### src/rtl/priv_1_12_mode_ctrl.sv
// Privilege-mode and trap controller: tracks M/S/U mode, owns the mstatus stack
// fields, arbitrates exceptions against interrupts and hands traps to the pipeline.
module priv_1_12_mode_ctrl #(
    parameter int NUM_IRQ   = 12,
    parameter bit SUPPORT_S = 1'b1,
    parameter bit SUPPORT_U = 1'b1
) (
    input  logic               CLK,
    input  logic               RST,
    input  logic [NUM_IRQ-1:0] irq_pending,
    input  logic [NUM_IRQ-1:0] irq_enable,
    input  logic [NUM_IRQ-1:0] mideleg,
    input  logic [15:0]        medeleg,
    input  logic               exc_valid,
    input  logic [3:0]         exc_cause,
    input  logic               mret,
    input  logic               sret,
    input  logic               status_we,
    input  logic [31:0]        status_wdata,
    input  logic               trap_ack,
    output logic [1:0]         curr_priv,
    output logic [31:0]        status_rdata,
    output logic               trap_valid,
    output logic               trap_to_s,
    output logic [31:0]        trap_cause,
    output logic               ret_illegal
);

    typedef enum logic {IDLE, PEND} stateT;

    localparam logic [1:0] PRIV_U = 2'b00;
    localparam logic [1:0] PRIV_S = 2'b01;
    localparam logic [1:0] PRIV_M = 2'b11;
    localparam logic [1:0] LOWEST = SUPPORT_U ? PRIV_U : PRIV_M;
    // Fixed-priority causes, listed lowest to highest so later hits override.
    localparam int PRIO [6] = '{5, 1, 9, 7, 3, 11};

    stateT       stateQ, stateD;
    logic [1:0]  privQ, privD, mppQ, mppD;
    logic        mieQ, mieD, sieQ, sieD, mpieQ, mpieD, spieQ, spieD, sppQ, sppD;
    logic [31:0] causeQ, causeD;
    logic        toSQ, toSD, retIllegalQ, retIllegalD;

    logic [NUM_IRQ-1:0] eligible;
    logic        takeM, takeS, irqFound, irqToS, excToS, preempt, effToS;
    logic [4:0]  irqCode;
    logic [31:0] effCause;
    logic        doTrap, doRet, doCommit, mppLegal;
    logic [1:0]  wrMpp;
    logic        unusedWdata;

    assign unusedWdata = ^{status_wdata[31:13], status_wdata[10:9], status_wdata[6],
                           status_wdata[4], status_wdata[2], status_wdata[0]};

    always_comb begin
        takeM    = (privQ != PRIV_M) || mieQ;
        takeS    = SUPPORT_S && ((privQ == PRIV_U) || ((privQ == PRIV_S) && sieQ));
        eligible = '0;
        for (int i = 0; i < NUM_IRQ; i++) begin
            eligible[i] = irq_pending[i] && irq_enable[i] &&
                          ((SUPPORT_S && mideleg[i]) ? takeS : takeM);
        end
        irqFound = 1'b0;
        irqCode  = '0;
        irqToS   = 1'b0;
        for (int i = 16; i < NUM_IRQ; i++) begin
            if (eligible[i]) begin
                irqFound = 1'b1;
                irqCode  = 5'(i);
                irqToS   = SUPPORT_S && mideleg[i];
            end
        end
        for (int k = 0; k < 6; k++) begin
            if (eligible[PRIO[k]]) begin
                irqFound = 1'b1;
                irqCode  = 5'(PRIO[k]);
                irqToS   = SUPPORT_S && mideleg[PRIO[k]];
            end
        end
    end

    // A latched interrupt is displaced by an exception in the same cycle it appears.
    assign excToS   = SUPPORT_S && medeleg[exc_cause] && (privQ != PRIV_M);
    assign preempt  = (stateQ == PEND) && causeQ[31] && exc_valid;
    assign effToS   = preempt ? excToS : toSQ;
    assign effCause = preempt ? {28'b0, exc_cause} : causeQ;

    assign doTrap   = (stateQ == IDLE) && (exc_valid || irqFound);
    assign doRet    = (stateQ == IDLE) && !doTrap && (mret || sret);
    assign doCommit = (stateQ == PEND) && trap_ack;
    assign wrMpp    = status_wdata[12:11];
    assign mppLegal = (wrMpp != 2'b10) && ((wrMpp != PRIV_S) || SUPPORT_S) &&
                      ((wrMpp != PRIV_U) || SUPPORT_U);

    always_comb begin
        stateD      = stateQ;
        privD       = privQ;
        mppD        = mppQ;
        mieD        = mieQ;
        sieD        = sieQ;
        mpieD       = mpieQ;
        spieD       = spieQ;
        sppD        = sppQ;
        causeD      = causeQ;
        toSD        = toSQ;
        retIllegalD = 1'b0;

        if (status_we && !doRet && !doCommit) begin
            mieD  = status_wdata[3];
            mpieD = status_wdata[7];
            sieD  = SUPPORT_S && status_wdata[1];
            spieD = SUPPORT_S && status_wdata[5];
            sppD  = SUPPORT_S && status_wdata[8];
            if (mppLegal) mppD = wrMpp;
        end

        if (doTrap) begin
            stateD = PEND;
            if (exc_valid) begin
                causeD = {28'b0, exc_cause};
                toSD   = excToS;
            end else begin
                causeD = {1'b1, 26'b0, irqCode};
                toSD   = irqToS;
            end
        end else if (doRet && mret) begin
            if (privQ == PRIV_M) begin
                privD = mppQ;
                mieD  = mpieQ;
                mpieD = 1'b1;
                mppD  = LOWEST;
            end else begin
                retIllegalD = 1'b1;
            end
        end else if (doRet) begin
            if (!SUPPORT_S || (privQ == PRIV_U)) begin
                retIllegalD = 1'b1;
            end else begin
                privD = sppQ ? PRIV_S : LOWEST;
                sieD  = spieQ;
                spieD = 1'b1;
                sppD  = 1'b0;
            end
        end

        if (stateQ == PEND) begin
            causeD = effCause;
            toSD   = effToS;
        end

        if (doCommit) begin
            stateD = IDLE;
            if (effToS) begin
                spieD = sieQ;
                sieD  = 1'b0;
                sppD  = privQ[0];
                privD = PRIV_S;
            end else begin
                mpieD = mieQ;
                mieD  = 1'b0;
                mppD  = privQ;
                privD = PRIV_M;
            end
        end
    end

    always_ff @(posedge CLK) begin
        if (RST) begin
            stateQ      <= IDLE;
            privQ       <= PRIV_M;
            mppQ        <= PRIV_M;
            mieQ        <= 1'b0;
            sieQ        <= 1'b0;
            mpieQ       <= 1'b0;
            spieQ       <= 1'b0;
            sppQ        <= 1'b0;
            causeQ      <= '0;
            toSQ        <= 1'b0;
            retIllegalQ <= 1'b0;
        end else begin
            stateQ      <= stateD;
            privQ       <= privD;
            mppQ        <= mppD;
            mieQ        <= mieD;
            sieQ        <= sieD;
            mpieQ       <= mpieD;
            spieQ       <= spieD;
            sppQ        <= sppD;
            causeQ      <= causeD;
            toSQ        <= toSD;
            retIllegalQ <= retIllegalD;
        end
    end

    assign curr_priv    = privQ;
    assign trap_valid   = (stateQ == PEND);
    assign trap_to_s    = effToS;
    assign trap_cause   = effCause;
    assign ret_illegal  = retIllegalQ;
    assign status_rdata = {19'b0, mppQ, 2'b0, sppQ, mpieQ, 1'b0, spieQ, 1'b0,
                           mieQ, 1'b0, sieQ, 1'b0};

endmodule

### config.mk
export PLATFORM = sky130hd
export DESIGN_NAME = priv_1_12_mode_ctrl
export DESIGN_NICKNAME = d
export VERILOG_FILES = /design/src/rtl/priv_1_12_mode_ctrl.sv
export SDC_FILE = /design/constraint.sdc
export NUM_CORES = 1
export LEC_CHECK = 0
export BUFFER_PORTS_ARGS = -buffer_cell sky130_fd_sc_hd__clkbuf_2
export CORE_UTILIZATION = 43
export DETAILED_ROUTE_END_ITERATION = 16
export PLACE_DENSITY = 0.81
export SLEW_MARGIN = 15
export SYNTH_ARGS = -nofsm -noshare
export SYNTH_HDL_FRONTEND = slang
export SYNTH_SLANG_ARGS = --single-unit
### constraint.sdc
create_clock -name CLK -period 2.8 [get_ports CLK]
set_input_delay 0.28 -clock CLK [delete_from_list [all_inputs] [get_ports CLK]]
set_output_delay 0.28 -clock CLK [all_outputs]
set_load 0.02 [all_outputs]
==> out/qor.yml, run 1 <==
grt:
  grt_pass1_wl_mm: 9.64
  first_global_vias: 2085
  antenna_found_initial: 0
  overflow: 0
  grt_start_max_net_pins: 28
  grt_use_total_pct: 19.2
sta:
  rsz0062_at_grt: "false"
  timing.hold.ws_ns: 0.274
  post-route-min-period_ns: 2.45
  final_hold_viol_count: 0
  tns_ns: 0
  finalSetupViolCount: 0
  max_freq_mhz: 408
  setup_slack_ns: 0.348
  min_period_over_period_pct: 87.6
  report.final.slew_viol_count: 0
  fin_skew_ns: 0.00803
die:
  rows: 27
  chipWidth_um: 79.7
  initial_core_util_pct: 45.8
  coreArea_mm2: 0.00568
  die_h_um: 79.7
  die_area_mm2: 0.00636
  io_pins: 164
route:
  wl_mm: 5.87
  ant_nets: 0
  first_iter_violations: 89
  wl_per_cell_um: 12.1
  vias_per_cell: 5.01
  vias: 2425
  dr.pass1.iters: 4
  route.detailed.drc: 0
cts:
  cts_resized: 0
  cts-root-buf: "clkbuf_8"
  postCtsSetupBuffers: 0
  clockBufferDepth: 2
  cts_max_level: 2
  cts_buffers: 5
  tritoncts: "yes"
  clk_pin_slew_ns: 0.08
  cts.sinks: 44
  insertion_delay_ns: 0.29
  hold_buffers: 0
logic_synthesis:
  avgSynthCellArea_um2: 8.05
  ys_seq_area_share_pct: 33.9
  yosys_warnings: 0
  synthFlopType: "dfxtp_1"
  syn_area_mm2: 0.00260
  synthCells: 323
  synth_seq_cells: 44
  synthArstFlopShare_pct: 0
  ys_types: 58
  synth_enable_flop_cells: 0
final_layout:
  final_util_pct: 54.9
  layout_commonest_cell: "clkbuf_2"
  num-nets-final: 506
  fin_cells: 484
  antenna_cells: 0
  layout_common_cells: "clkbuf_2 (95), dfxtp_1 (44), nand2_1 (43)"
  syn2layout_area_growth_pct: 19.8
  final_area_mm2: 0.00311
  drive_gt1_share_pct: 32.3
flow_run:
  cap_violations: 0
power_and_ir_drop:
  power_mw: 1.60
  leakagePower_nw: 1.65
  p_per_area_mw_per_mm2: 515
  ir_drop_mv: 0.276
worst_setup_path:
  rr_startpoint: "curr_priv[0]$_SDFFE_PP1P_"
  path_class: "reg2reg"
  crit_fanout: 10
  crit_required_ns: 2.98
  r2r_end: "mieQ$_SDFF_PP0_"
  reg2regPathDepth: 7
  arrival_ns: 2.63
  startpoint_type: "flop"
  reg2reg_slack_ns: 0.35
  endpoint_kind: "flop"
placed_design:
  port_buffers: 95
  placed_cell_area_mm2: 0.00300
  place_congestion: 0.830
  placed_cells: 476
  preCtsSetupSlack_ns: 0.405
  dp_hpwl_mm: 4.59
outcome:
  status: "completed"
hold_path:
  hp-class: "in2reg"
  hold_path_end: "curr_priv[0]$_SDFFE_PP1P_"
  hold_depth: 3
  min_from: "trap_ack"
worst max-delay path by stage:
stage                                     to                 startpoint  slack, ns  cells after the start
final                        mieQ$_SDFF_PP0_  curr_priv[0]$_SDFFE_PP1P_       0.35                      7
after global routing         mieQ$_SDFF_PP0_  curr_priv[0]$_SDFFE_PP1P_       0.16                      7
after CTS                    mieQ$_SDFF_PP0_  curr_priv[0]$_SDFFE_PP1P_       0.35                      7
after detailed placement     mieQ$_SDFF_PP0_  curr_priv[0]$_SDFFE_PP1P_       0.40                      7
after global placement       mieQ$_SDFF_PP0_  curr_priv[0]$_SDFFE_PP1P_       0.42                      7
after floorplan           mppQ[0]$_SDFF_PP1_  curr_priv[0]$_SDFFE_PP1P_       0.59                     10
registers in the layout, summed over array words and instances (netlist names):
name,count
causeQ,32
curr_priv,2
mppQ,2
mieQ,1
mpieQ,1
ret_illegal,1
sieQ,1
spieQ,1
sppQ,1
toSQ,1
trap_valid,1
cells in the mapped netlist (all sizes together), types with 3 or more instances:
master | n | share of area [%]
nand4 | 3 | 1.3
and3 | 3 | 0.72
o31ai | 3 | 1.4
nand2 | 43 | 6.2
inv | 38 | 5.5
nor3 | 8 | 1.9
nor2 | 39 | 5.8
nand2b | 3 | 0.72
nand3 | 9 | 1.7
dfxtp | 44 | 34
clkbuf | 7 | 1.0
mux4 | 4 | 3.5
a221o | 3 | 1.2
a21oi | 12 | 2.6
mux2i | 7 | 2.7
mux2 | 4 | 1.7
o21ai | 8 | 1.5
buf | 39 | 11
a221oi | 5 | 1.9
nand3b | 6 | 1.7
routing by layer:
metal | GRT usage (%) | part of all wire [%] | vias up
li1 | - | - | 1219
met1 | 26.3 | 46 | 1091
met2 | 30.9 | 45 | 110
met3 | 3.77 | 7.8 | 5
met4 | 4.82 | 0.83 | 0
met5 | 0 | 0 | -
report_power, final:
part	switching (mW)	internal (mW)	leakage, nW
clock network	0.226	0.269	0.0548
registers	0.0256	0.654	0.357
logic	0.265	0.164	1.24
worst max-delay path: stages, from the launching register on:
cell and delay [ns]:
dfxtp_1 0.53, and3b_1 0.38, a31oi_1 0.09, a21oi_2 0.25, nand4_4 0.14, o211a_1 0.40, mux2i_1 0.19, a2111oi_1 0.38
cell type report:
cell class	count	area [µm²]
clock inverters	3	46.3
flip-flops and latches	44	881
clock buffers	5	68.8
well taps	72	90.1
fillers	537	2560
inverters	38	143
repair buffers	103	536
multi-input cells	219	1350
kinds of logic (layout without fill, tap and decap cells):
family	count (synthesis)	after routing	share of synthesized area, %
compound gates	55	55	17.3
mux	15	15	7.90
flops	44	44	33.9
other cells	1	25	0.144
buf+inv	84	149	17.6
simple gates	124	124	23.2
(Power assumes the default switching activity.)
==> run 2, diff against run 1 <==
- MAX_ROUTING_LAYER: not set -> met4
==> out/qor.yml, run 2 (synthesized netlist as in run 1, its figures left out) <==
cts:
  cts-root-buf: "clkbuf_8"
  cts.sinks: 44  # unchanged
  postCtsSetupBuffers: 0  # unchanged
  clk_pin_slew_ns: 0.08  # about the same
  cts_max_level: 2  # unchanged
  insertion_delay_ns: 0.30  # about the same
  cts_resized: 0  # unchanged
  cts_buffers: 5  # unchanged
  hold_buffers: 0  # unchanged
  clockBufferDepth: 2  # unchanged
  tritoncts: "yes"
route:
  wl_mm: 5.88  # +0.12%
  ant_nets: 0  # unchanged
  vias_per_cell: 5.01  # about the same
  vias: 2424  # -0.041%
  route.detailed.drc: 0  # unchanged
  dr.pass1.iters: 4  # unchanged
  wl_per_cell_um: 12.1  # +0.12%
  first_iter_violations: 85  # -4.5%
worst_setup_path:
  crit_required_ns: 2.98  # about the same
  path_cells: "and3b_1 > a31oi_1 > a21oi_2 > nand4_4 > o211a_1 > mux2i_1 > a2111oi_1"
  r2r_end: "mieQ$_SDFF_PP0_"
  crit_slowest_cell: "dfxtp_1"
  rr_startpoint: "curr_priv[0]$_SDFFE_PP1P_"
  reg2reg_slack_ns: 0.36  # about the same
  endpoint_kind: "flop"
  arrival_ns: 2.62  # about the same
  cp_num_cells: 7  # unchanged
  critical-path-max-stage-delay_ns: 0.53  # about the same
  critPathTopFamily: "compound AO/OA/AOI/OAI gates"
  worst-path-buf-inv: 0  # unchanged
  reg2regPathDepth: 7  # unchanged
  startpoint_type: "flop"
  crit_fanout: 10  # unchanged
  cp-endpoint: "mieQ$_SDFF_PP0_"
  path_class: "reg2reg"
  cp-startpoint: "curr_priv[0]$_SDFFE_PP1P_"
power_and_ir_drop:
  ir_drop_mv: 0.278  # +0.74%
  leakagePower_nw: 1.65  # unchanged
  power_mw: 1.61  # +0.15%
  p_per_area_mw_per_mm2: 515  # +0.15%
grt:
  grt_use_total_pct: 19.7  # +0.50 points
  grt_pass1_wl_mm: 9.63  # -0.15%
  grt_start_max_net_pins: 28  # unchanged
  antenna_found_initial: 0  # unchanged
  first_global_vias: 2086  # +0.048%
  overflow: 0  # unchanged
die:
  coreArea_mm2: 0.00568  # unchanged
  die_area_mm2: 0.00636  # unchanged
  rows: 27  # unchanged
  initial_core_util_pct: 45.8  # unchanged
  io_pins: 164  # unchanged
  chipWidth_um: 79.7  # unchanged
  die_h_um: 79.7  # unchanged
final_layout:
  num-fill-cells: 537  # unchanged
  layout_commonest_cell: "clkbuf_2"
  max_flop_register: "causeQ"
  num-nets-final: 506  # unchanged
  antenna_cells: 0  # unchanged
  final_area_mm2: 0.00311  # unchanged
  fin_cells: 484  # unchanged
  drive_gt1_share_pct: 32.3  # unchanged
  syn2layout_area_growth_pct: 19.8  # unchanged
  final_util_pct: 54.9  # unchanged
  largest_reg_flops: 32  # unchanged
  layout_common_cells: "clkbuf_2 (95), dfxtp_1 (44), nand2_1 (43)"
placed_design:
  preCtsSetupSlack_ns: 0.405  # unchanged
  dp_hpwl_mm: 4.59  # unchanged
  placed_cell_area_mm2: 0.00300  # unchanged
  port_buffers: 95  # unchanged
  placed_cells: 476  # unchanged
  place_congestion: 0.843  # +1.5%
sta:
  rsz0062_at_grt: "false"
  tns_ns: 0  # unchanged
  post-route-min-period_ns: 2.44  # -0.0125 ns
  max_freq_mhz: 410  # +0.51%
  finalSetupViolCount: 0  # unchanged
  min_period_over_period_pct: 87.1  # -0.45 points
  final_hold_viol_count: 0  # unchanged
  report.final.slew_viol_count: 0  # unchanged
  fin_skew_ns: 0.00747  # -0.000567 ns
  setup_slack_ns: 0.360  # +0.0125 ns
  timing.hold.ws_ns: 0.271  # -0.00314 ns
hold_path:
  hp-class: "in2reg"
  min_from: "trap_ack"
outcome:
  status: "completed"
flow_run:
  cap_violations: 0  # unchanged
[run 2: cell counts in the layout (fill, tap and decap cells not counted)]
No cell type changed its count.
[run 2: tightest hold or removal path: stages]
cell and delay, ns:
clkbuf_2 0.10, a21oi_1 0.07, o221ai_1 0.07
[run 2: layer usage]
layer	global-route usage [%]	share of wire, %	vias to the layer above
met2	31.0	45	109
met3	2.74	7.4	4
met5	-	0	-
met1	26.7	47	1094
li1	-	-	1217
met4	4.82	0.85	0
[run 2: area by class of cell]
class,instances,area [µm²],share of cell area [%]
timing repair buffer,103,536,17.2
tap,72,90.1,2.89
clock inverter,3,46.3,1.49
sequential,44,881,28.3
clock buffer,5,68.8,2.21
multi-input combinational,219,1350,43.4
inverter,38,143,4.58
[run 2: where the power goes]
group	switching (mW)	leakage, nW	internal (mW)	total [mW]
registers	0.0258	0.357	0.654	0.680
clock network	0.228	0.0548	0.269	0.497
logic	0.265	1.24	0.164	0.429
[run 2: how the worst min path moves through the flow]
stage | to | slack, ns | cells past startpoint
2_1_floorplan | causeQ[10]$_SDFFE_PP0P_ | 0.42 | 2
3_3_place_gp | causeQ[23]$_SDFFE_PP0P_ | 0.43 | 2
3_5_place_dp | causeQ[10]$_SDFFE_PP0P_ | 0.44 | 2
4_1_cts | curr_priv[0]$_SDFFE_PP1P_ | 0.26 | 3
5_1_grt | curr_priv[0]$_SDFFE_PP1P_ | 0.33 | 3
6_report | curr_priv[0]$_SDFFE_PP1P_ | 0.27 | 3
==> run 3, diff against run 2 <==
- PLACE_DENSITY: 0.81 -> 0.92
==> out/qor.yml, run 3 (synthesized netlist as in run 1, its figures left out) <==
grt:
  first_global_vias: 2207  # +5.8%
  grt_start_max_net_pins: 29  # +3.6%
  antenna_found_initial: 0  # unchanged
  overflow: 0  # unchanged
  grt_pass1_wl_mm: 9.94  # +3.2%
  grt_use_total_pct: 20.4  # +0.65 points
worst_setup_path:
  critPathTopFamily: "simple AND/OR/NAND/NOR gates"
  crit_slowest_cell: "dfxtp_1"
  arrival_ns: 2.73  # +0.11 ns
  path_class: "reg2reg"
  startpoint_type: "flop"
  path_cells: "and3b_1 > a31oi_1 > a21oi_2 > nand3_1 > nor3_2 > nand2_1 > a311o_1"
  crit_required_ns: 2.98  # about the same
  crit_fanout: 10  # unchanged
  critical-path-max-stage-delay_ns: 0.54  # about the same
  worst-path-buf-inv: 0  # unchanged
  endpoint_kind: "flop"
route:
  wl_met1_mm: 2.67  # -2.5%
  wl_per_cell_um: 12.6  # +3.4%
  wl_met3_um: 345  # -20%
  dr.pass1.iters: 4  # unchanged
  wl_mm: 6.02  # +2.5%
  vias_per_cell: 5.15  # +2.9%
  route.detailed.drc: 0  # unchanged
  vias: 2473  # +2.0%
  highest-signal-layer: "met4"
  ant_nets: 0  # unchanged
  first_iter_violations: 181  # +110%
  wl_met2_mm: 2.92  # +10%
sta:
  max_freq_mhz: 393  # -4.2%
  finalSetupViolCount: 0  # unchanged
  final_hold_viol_count: 0  # unchanged
  timing.hold.ws_ns: 0.273  # +0.00232 ns
  report.final.slew_viol_count: 0  # unchanged
  min_period_over_period_pct: 90.9  # +3.8 points
  max-slew-margin-rel_pct: 39.0
  fin_skew_ns: 0.00321  # -0.00425 ns
  tns_ns: 0  # unchanged
  rsz0062_at_grt: "false"
  post-route-min-period_ns: 2.55  # +0.106 ns
  tightest_slew_ns: 0.915
cts:
  cts_buffers: 5  # unchanged
  tritoncts: "yes"
  cts.sinks: 44  # unchanged
  cts_resized: 0  # unchanged
  clk_pin_slew_ns: 0.08  # about the same
  cts-root-buf: "clkbuf_8"
  hold_buffers: 0  # unchanged
  clockBufferDepth: 2  # unchanged
  insertion_delay_ns: 0.29  # about the same
  postCtsSetupBuffers: 0  # unchanged
  cts_max_level: 2  # unchanged
final_layout:
  syn2layout_area_growth_pct: 18.7
  final_area_mm2: 0.00309  # -0.92%
  max_flop_register: "causeQ"
  drive_gt1_share_pct: 31.6  # -0.66 points
  layout_common_cells: "clkbuf_2 (95), dfxtp_1 (44), nand2_1 (43)"
  antenna_cells: 0  # unchanged
  largest_reg_flops: 32  # unchanged
  num-nets-final: 502  # -0.79%
  layout_commonest_cell: "clkbuf_2"
placed_design:
  port_buffers: 95  # unchanged
  place_congestion: 0.833  # -1.2%
  dp_hpwl_mm: 4.68  # +2.0%
  placed_cell_area_mm2: 0.00297  # -1.0%
power_and_ir_drop:
  leakagePower_nw: 1.64  # -0.90%
  p_per_area_mw_per_mm2: 514  # -0.36%
  power_mw: 1.58  # -1.3%
  ir_drop_mv: 0.295  # +6.0%
die:
  die_h_um: 79.7  # unchanged
  rows: 27  # unchanged
  initial_core_util_pct: 45.8  # unchanged
  chipWidth_um: 79.7  # unchanged
  io_pins: 164  # unchanged
  die_area_mm2: 0.00636  # unchanged
  coreArea_mm2: 0.00568  # unchanged
hold_path:
  hp-class: "in2reg"
outcome:
  status: "completed"
flow_run:
  cap_violations: 0  # unchanged
-- run 3: layout make-up --
cell class / count / area (µm²)
Fill cell: 538 / 2590
Multi-Input combinational cell: 219 / 1350
Sequential cell: 44 / 881
Timing Repair Buffer: 99 / 505
Inverter: 38 / 143
Tap cell: 72 / 90.1
Clock buffer: 5 / 68.8
Clock inverter: 3 / 47.5
-- run 3: power breakdown --
part | internal, mW | switching (mW)
logic | 0.154 | 0.257
registers | 0.654 | 0.0312
clock network | 0.269 | 0.220
-- run 3: worst paths after layout --
check	from	end	slack [ns]	cells after the start
worst max register to register	curr_priv[0]$_SDFFE_PP1P_	curr_priv[1]$_SDFFE_PP1P_	0.25	7
worst min register to register	causeQ[28]$_SDFFE_PP0P_	causeQ[28]$_SDFFE_PP0P_	0.45	2
worst max-delay path	curr_priv[0]$_SDFFE_PP1P_	curr_priv[1]$_SDFFE_PP1P_	0.25	7
worst min-delay path	trap_ack	curr_priv[0]$_SDFFE_PP1P_	0.27	3
-- run 3: worst register-to-register path: stages (launching register included) --
cell and delay [ns]:
dfxtp_1 0.54, and3b_1 0.40, a31oi_1 0.10, a21oi_2 0.25, nand3_1 0.17, nor3_2 0.50
nand2_1 0.11, a311o_1 0.37
-- run 3: per-stage QoR --
stage	utilization, %	instances	worst slack [ns]
3_5_place_dp	52.3	472	0.292
2_1_floorplan	-	347	0.585
5_1_grt	54.4	480	0.0690
3_3_place_gp	52.3	472	0.346
6_report	54.4	480	0.255
4_1_cts	54.4	480	0.273
-- run 3: metal layers --
layer,GRT usage [%],vias up
met5,-,-
met4,6.61,0
met3,3.20,10
met2,34.7,101
met1,24.5,1150
li1,-,1212
